**src/rtl/pwl_act_sched_pkg.sv**
```systemverilog
// Shared definitions for the PWL activation scheduler: Q8.8 constants and lane-ID sizing.
package pwl_act_sched_pkg;

    localparam int PWL_DATA_W = 16;

    localparam logic signed [15:0] Q88_ZERO = 16'sh0000;
    localparam logic signed [15:0] Q88_HALF = 16'sh0080;
    localparam logic signed [15:0] Q88_ONE  = 16'sh0100;

    // A single-lane build still needs a 1-bit ID field.
    function automatic int id_w(input int n);
        return (n > 1) ? $clog2(n) : 1;
    endfunction

endpackage

```
**src/rtl/pwl_act_sched_if.sv**
```systemverilog
// Requester, PWL-unit and response signals of the scheduler, grouped with directional views.
interface pwl_act_sched_if #(
    parameter int NUM_REQ = 4,
    parameter int DATA_W  = 16,
    parameter int CNT_W   = 16
) ();
    import pwl_act_sched_pkg::*;

    localparam int ID_W = id_w(NUM_REQ);

    logic [NUM_REQ-1:0]        req_valid;
    logic [NUM_REQ*DATA_W-1:0] req_x;
    logic [NUM_REQ-1:0]        req_ready;
    logic                      pwl_valid_in;
    logic [DATA_W-1:0]         pwl_x_in;
    logic                      pwl_valid_out;
    logic [DATA_W-1:0]         pwl_y_out;
    logic [NUM_REQ-1:0]        rsp_valid;
    logic [ID_W-1:0]           rsp_id;
    logic [DATA_W-1:0]         rsp_y;
    logic [CNT_W-1:0]          issue_cnt;
    logic                      desync_err;

    // Requesters plus the PWL unit's result side.
    modport master (
        output req_valid, req_x, pwl_valid_out, pwl_y_out,
        input  req_ready, pwl_valid_in, pwl_x_in, rsp_valid, rsp_id, rsp_y,
               issue_cnt, desync_err
    );

    // The scheduler itself.
    modport slave (
        input  req_valid, req_x, pwl_valid_out, pwl_y_out,
        output req_ready, pwl_valid_in, pwl_x_in, rsp_valid, rsp_id, rsp_y,
               issue_cnt, desync_err
    );

endinterface

```
**src/rtl/pwl_act_sched_rr_arbiter.sv**
```systemverilog
// Combinational round-robin arbiter: first requesting lane at or after the pointer wins.
module rr_arbiter import pwl_act_sched_pkg::*; #(
    parameter int NUM_REQ = 4,
    parameter int ID_W    = id_w(NUM_REQ)
) (
    input  logic [NUM_REQ-1:0] i_req,
    input  logic [ID_W-1:0]    i_ptr,
    output logic [NUM_REQ-1:0] o_gnt,
    output logic [ID_W-1:0]    o_idx,
    output logic               o_any
);

    always_comb begin : p_arb
        int j;
        o_gnt = '0;
        o_idx = '0;
        o_any = 1'b0;
        j     = 0;
        for (int k = 0; k < NUM_REQ; k++) begin
            j = int'(i_ptr) + k;
            if (j >= NUM_REQ) j = j - NUM_REQ;
            if (!o_any && i_req[j]) begin
                o_any    = 1'b1;
                o_gnt[j] = 1'b1;
                o_idx    = ID_W'(j);
            end
        end
    end

endmodule

```
**src/rtl/pwl_act_sched.sv**
```systemverilog
// Time-shares one PWL activation unit between NUM_REQ lanes; tags issued ops and
// routes each result back to its lane.
module pwl_act_sched import pwl_act_sched_pkg::*; #(
    parameter int NUM_REQ = 4,
    parameter int DATA_W  = PWL_DATA_W,
    parameter int PWL_LAT = 1,
    parameter int CNT_W   = 16
) (
    input  logic             clk,
    input  logic             rst,
    pwl_act_sched_if.slave   bus
);

    localparam int ID_W = id_w(NUM_REQ);

    logic [NUM_REQ-1:0] w_gnt;
    logic [ID_W-1:0]    w_idx;
    logic               w_any;
    logic [DATA_W-1:0]  w_x;

    logic [ID_W-1:0]    r_ptr;
    logic               r_tag_v  [PWL_LAT];
    logic [ID_W-1:0]    r_tag_id [PWL_LAT];
    logic [NUM_REQ-1:0] r_rsp_valid;
    logic [ID_W-1:0]    r_rsp_id;
    logic [DATA_W-1:0]  r_rsp_y;
    logic [CNT_W-1:0]   r_cnt;
    logic               r_desync;

    rr_arbiter #(
        .NUM_REQ (NUM_REQ),
        .ID_W    (ID_W)
    ) u_arb (
        .i_req (bus.req_valid),
        .i_ptr (r_ptr),
        .o_gnt (w_gnt),
        .o_idx (w_idx),
        .o_any (w_any)
    );

    always_comb begin
        w_x = '0;
        if (w_any) w_x = bus.req_x[w_idx*DATA_W +: DATA_W];
    end

    assign bus.req_ready    = w_gnt;
    assign bus.pwl_valid_in = w_any;
    assign bus.pwl_x_in     = w_x;
    assign bus.rsp_valid    = r_rsp_valid;
    assign bus.rsp_id       = r_rsp_id;
    assign bus.rsp_y        = r_rsp_y;
    assign bus.issue_cnt    = r_cnt;
    assign bus.desync_err   = r_desync;

    always_ff @(posedge clk or posedge rst) begin
        if (rst) begin
            r_ptr       <= '0;
            r_rsp_valid <= '0;
            r_rsp_id    <= '0;
            r_rsp_y     <= '0;
            r_cnt       <= '0;
            r_desync    <= 1'b0;
            for (int k = 0; k < PWL_LAT; k++) begin
                r_tag_v[k]  <= 1'b0;
                r_tag_id[k] <= '0;
            end
        end else begin
            if (w_any) begin
                r_ptr <= (w_idx == ID_W'(NUM_REQ - 1)) ? '0 : w_idx + 1'b1;
                if (r_cnt != {CNT_W{1'b1}}) r_cnt <= r_cnt + 1'b1;
            end

            // Tag pipe mirrors the unit's latency so its last stage lines up with pwl_valid_out.
            r_tag_v[0]  <= w_any;
            r_tag_id[0] <= w_idx;
            for (int k = 1; k < PWL_LAT; k++) begin
                r_tag_v[k]  <= r_tag_v[k-1];
                r_tag_id[k] <= r_tag_id[k-1];
            end

            if (r_tag_v[PWL_LAT-1]) begin
                r_rsp_valid <= NUM_REQ'(1) << r_tag_id[PWL_LAT-1];
                r_rsp_id    <= r_tag_id[PWL_LAT-1];
                r_rsp_y     <= bus.pwl_y_out;
            end else begin
                r_rsp_valid <= '0;
            end

            if (bus.pwl_valid_out != r_tag_v[PWL_LAT-1]) r_desync <= 1'b1;
        end
    end

endmodule

```
**src/flat_wrapper.sv**
```systemverilog
// flat-port wrapper written by rule: the top's interface ports become plain ports
module pwl_act_sched_flat import pwl_act_sched_pkg::*;
#(
    parameter int NUM_REQ = 4,
    parameter int DATA_W  = PWL_DATA_W,
    parameter int PWL_LAT = 1,
    parameter int CNT_W   = 16
)
  (clk, rst, bus_req_valid, bus_req_x, bus_pwl_valid_out, bus_pwl_y_out, bus_req_ready, bus_pwl_valid_in, bus_pwl_x_in, bus_rsp_valid, bus_rsp_id, bus_rsp_y, bus_issue_cnt, bus_desync_err);
  pwl_act_sched_if #(.NUM_REQ(NUM_REQ), .DATA_W(DATA_W), .CNT_W(CNT_W)) bus_i ();
  input  logic clk;
  input  logic rst;
  input wire logic [$bits(bus_i.req_valid)-1:0] bus_req_valid;
  input wire logic [$bits(bus_i.req_x)-1:0] bus_req_x;
  input wire logic [$bits(bus_i.pwl_valid_out)-1:0] bus_pwl_valid_out;
  input wire logic [$bits(bus_i.pwl_y_out)-1:0] bus_pwl_y_out;
  output wire logic [$bits(bus_i.req_ready)-1:0] bus_req_ready;
  output wire logic [$bits(bus_i.pwl_valid_in)-1:0] bus_pwl_valid_in;
  output wire logic [$bits(bus_i.pwl_x_in)-1:0] bus_pwl_x_in;
  output wire logic [$bits(bus_i.rsp_valid)-1:0] bus_rsp_valid;
  output wire logic [$bits(bus_i.rsp_id)-1:0] bus_rsp_id;
  output wire logic [$bits(bus_i.rsp_y)-1:0] bus_rsp_y;
  output wire logic [$bits(bus_i.issue_cnt)-1:0] bus_issue_cnt;
  output wire logic [$bits(bus_i.desync_err)-1:0] bus_desync_err;
  assign bus_i.req_valid = bus_req_valid;
  assign bus_i.req_x = bus_req_x;
  assign bus_i.pwl_valid_out = bus_pwl_valid_out;
  assign bus_i.pwl_y_out = bus_pwl_y_out;
  assign bus_req_ready = bus_i.req_ready;
  assign bus_pwl_valid_in = bus_i.pwl_valid_in;
  assign bus_pwl_x_in = bus_i.pwl_x_in;
  assign bus_rsp_valid = bus_i.rsp_valid;
  assign bus_rsp_id = bus_i.rsp_id;
  assign bus_rsp_y = bus_i.rsp_y;
  assign bus_issue_cnt = bus_i.issue_cnt;
  assign bus_desync_err = bus_i.desync_err;
  pwl_act_sched #(.NUM_REQ(NUM_REQ), .DATA_W(DATA_W), .PWL_LAT(PWL_LAT), .CNT_W(CNT_W)) u_core (.clk(clk), .rst(rst), .bus(bus_i));
endmodule
```
**config.mk**
```make
export PLATFORM = sky130hd
export DESIGN_NAME = pwl_act_sched_flat
export DESIGN_NICKNAME = d
export VERILOG_FILES = /design/src/rtl/pwl_act_sched_pkg.sv /design/src/rtl/pwl_act_sched_if.sv /design/src/rtl/pwl_act_sched_rr_arbiter.sv /design/src/rtl/pwl_act_sched.sv /design/src/flat_wrapper.sv
export SDC_FILE = /design/constraint.sdc
export NUM_CORES = 1
export LEC_CHECK = 0
export CORE_AREA = 3 3 118 63
export CTS_BUF_LIST = sky130_fd_sc_hd__clkbuf_4 sky130_fd_sc_hd__clkbuf_8
export CTS_CLUSTER_SIZE = 10
export DETAILED_ROUTE_END_ITERATION = 8
export DIE_AREA = 0 0 121 66
export DONT_BUFFER_PORTS = 1
export PLACE_DENSITY = 0.7
export SYNTH_ARGS = -nofsm -noshare
export SYNTH_HDL_FRONTEND = slang
export SYNTH_SLANG_ARGS = --single-unit
```
**constraint.sdc**
```tcl
create_clock -name clk -period 7 [get_ports clk]
set_input_delay 1.4 -clock clk [delete_from_list [all_inputs] [get_ports clk]]
set_output_delay 1.4 -clock clk [all_outputs]
set_load 0.1 [all_outputs]
```
==> out/qor.yml <==
critical_path:
  crit_top_cell: "buf_4"
  reg2reg_to: "u_core.r_ptr[1]"
  critPathMaxFanout: 46
  end_kind: "primary output"
  start_kind: "flip-flop"
  crit_chain: "inv_2 -> ha_1 -> mux4_2 -> o21ai_4 -> buf_4 -> nor3b_1 -> a311oi_1 -> o22ai_2 -> buf_4"
  cp.required_ns: 5.60
  path_delay_family: "compound AO/OA/AOI/OAI gates"
  critPathKind: "reg -> out"
  critPathBufInv: 3
  reg2reg_from: "u_core.r_ptr[0]"
  critPathMaxStageDelay_ns: 0.87
  rr_worst_depth: 7
  rrSetupSlack_ns: 3.38
  worst-endpoint-arrival_ns: 4.48
  crit_slowest_cell: "o21ai_4"
routing:
  firstDrtPassIters: 4
  antenna_left: 0
  drc_errors: 0
  totalWireLength_mm: 8.97
  viasPerCell: 6.29
  drt-initial-drc-count: 187
  num_vias: 3031
  wire_per_inst_um: 18.6
grt:
  track_usage_pct: 21.6
  antenna_found_initial: 0
  grt_start_max_net_pins: 111
  grt_pass1_vias: 2806
  grt_pass1_wl_mm: 14.0
  grt_overflow: 0
cts:
  clock_latency_ns: 0.29
  cts_setup_buffers: 0
  clock_path_buffers: 2
  cts_tree: "yes"
  htreeDepth: 2
  cts_hold_buffers: 0
  cts.sinks: 44
  cts_resized: 0
  cts_buffers: 5
  cts-root-buf: "clkbuf_8"
  clkTransAtPathRegs_ns: 0.08
placement:
  dp_hpwl_mm: 6.62
  place_congestion: 0.887
  dp_cells: 474
  port_buffers: 0
timing:
  grt_setup_unrepaired: "no"
  holdWs_ns: 0.491
  setup_viol: 0
  setup_tns_ns: 0
  max_freq_ghz: 0.170
  period_share_pct: 84.0
  relSlewSlack_pct: 28.9
  skew_ns: 0.0103
  period_minus_slack_ns: 5.88
  maxSlewViolCount: 0
  hold_viol_final: 0
  tightest_slew_ns: 1.07
synthesis:
  yosys.area.top_type: "dfrtp_1"
  synth-main-ff-cell: "dfrtp_1"
  yosysMostFrequentCell: "nand2_1"
  syn-num-nets: 493
  synthCells: 397
  synth_area_leaders: "dfrtp_1, mux2i_1, a311oi_1"
  synthArstFlopShare_pct: 100
  synthDominantCellAreaShare_pct: 30.5
  synth-seq-area-share_pct: 30.5
  ys_ff_latch: 44
  avgSynthCellArea_sq_um: 9.08
  synth_area_sq_um: 3610
  synth.distinct_cells: 46
  synthTopCellsByCount: "nand2_1, dfrtp_1, mux2i_1"
  yosys_warnings: 0
  synth_edf_count: 0
final_layout:
  area_growth_syn_to_layout_pct: 7.81
  diodes: 0
  stdcell_count: 482
  drive_gt1_share_pct: 19.5
  fill_cells: 543
  nNetsFinal: 485
worst_hold_path:
  hold_path_class: "reg -> reg"
  worstHoldStart: "u_core.r_tag_id[0]"
  hold_depth: 1
  min_to: "u_core.bus.rsp_valid[0]"
job:
  drv_cap: 0
floorplanning:
  core_region_area_sq_um: 6540
  dieHeight_um: 66
  start_util_pct: 55.1
  die_area_sq_um: 7990
  row_count: 21
  ios: 147
  die_x_um: 121
outcome:
  status: "complete, no violations"
## per-stage QoR
step                      utilization, %  setup WS [ns]  cell area (sq um)
after detailed placement            57.7           1.52               3770
after CTS                           59.4           1.17               3890
after floorplan                        -           1.29               3610
final                               59.4           1.12               3890
after global placement              57.7           1.63               3770
after global routing                59.4          0.847               3890
## per-layer routing
layer	share of wire (%)	routed length, um	global-route usage, %
met3	11	973	7.61
met5	0	0	0
met2	48	4270	36.4
met1	41	3650	26.9
met4	0.96	86	4.80
## sequential cells by signal (all words and copies together) (netlist names)
register and cells:
u_core.bus.desync_err 1, u_core.bus.issue_cnt 16, u_core.bus.rsp_id 2, u_core.bus.rsp_valid 4, u_core.bus.rsp_y 16, u_core.r_ptr 2
u_core.r_tag_id 2, u_core.r_tag_v 1
## cells by family (layout without fill, tap and decap cells)
| group | count (synthesis) | count (layout) | synth area share (%) |
|---|---|---|---|
| adders and majority gates | 9 | 9 | 3.12 |
| xor gates and xnor gates | 15 | 15 | 3.64 |
| AOI/OAI and AO/OA | 78 | 78 | 16.4 |
| buffers and inverters | 46 | 39 | 7.18 |
| muxes | 59 | 59 | 18.1 |
| and+or+nand+nor | 146 | 146 | 21.0 |
| DFF | 44 | 44 | 30.5 |
## cell type report
type                    count  area (sq um)  area share [%]
clock buffers               5          68.8            1.77
inverters                   9          33.8           0.869
repair buffers             22           165            4.25
multi-input cells         307          2350            60.5
well taps                  92           115            2.96
flip-flops and latches     44          1100            28.4
clock inverters             3          46.3            1.19
## cell usage in the layout (no fill, tap or decap), types with 4 or more instances in the layout
cell type	netlist	final
a21oi_1	5	5
a221o_1	4	4
a22oi_1	4	4
a311oi_1	32	32
a31oi_1	4	4
buf_4	2	22
clkbuf_8	0	5
dfrtp_1	44	43
ha_1	9	9
inv_1	8	7
mux2_2	20	20
mux2i_1	36	36
nand2_1	73	73
nand3_1	7	7
nand4_1	4	4
nor2_1	13	13
nor3b_1	34	34
o22ai_2	0	16
xnor2_1	11	11
xor2_1	4	4
## worst register-to-register path, delay by kind of cell, from the launching register on
family,cells,cell delay (ns)
xor gates and xnor gates,1,0.20
DFF,1,0.48
adders and majority gates,1,0.45
muxes,1,0.68
buffers and inverters,1,0.54
AOI/OAI and AO/OA,3,1.16
## how the worst max path moves through the flow
stage | from | to | slack (ns) | cells past startpoint
after floorplan | bus_req_valid[1] | bus_pwl_x_in[10] | 1.29 | 9
after global placement | u_core.r_ptr[0] | bus_pwl_x_in[2] | 1.63 | 9
after detailed placement | u_core.r_ptr[0] | bus_pwl_x_in[10] | 1.52 | 9
after CTS | u_core.r_ptr[0] | bus_pwl_x_in[10] | 1.17 | 9
after global routing | u_core.r_ptr[0] | bus_pwl_x_in[9] | 0.85 | 9
final | u_core.r_ptr[0] | bus_pwl_x_in[10] | 1.12 | 9
Power is not shown: default switching activity piles up to over one toggle a cycle in this logic, so the estimate is an artifact.
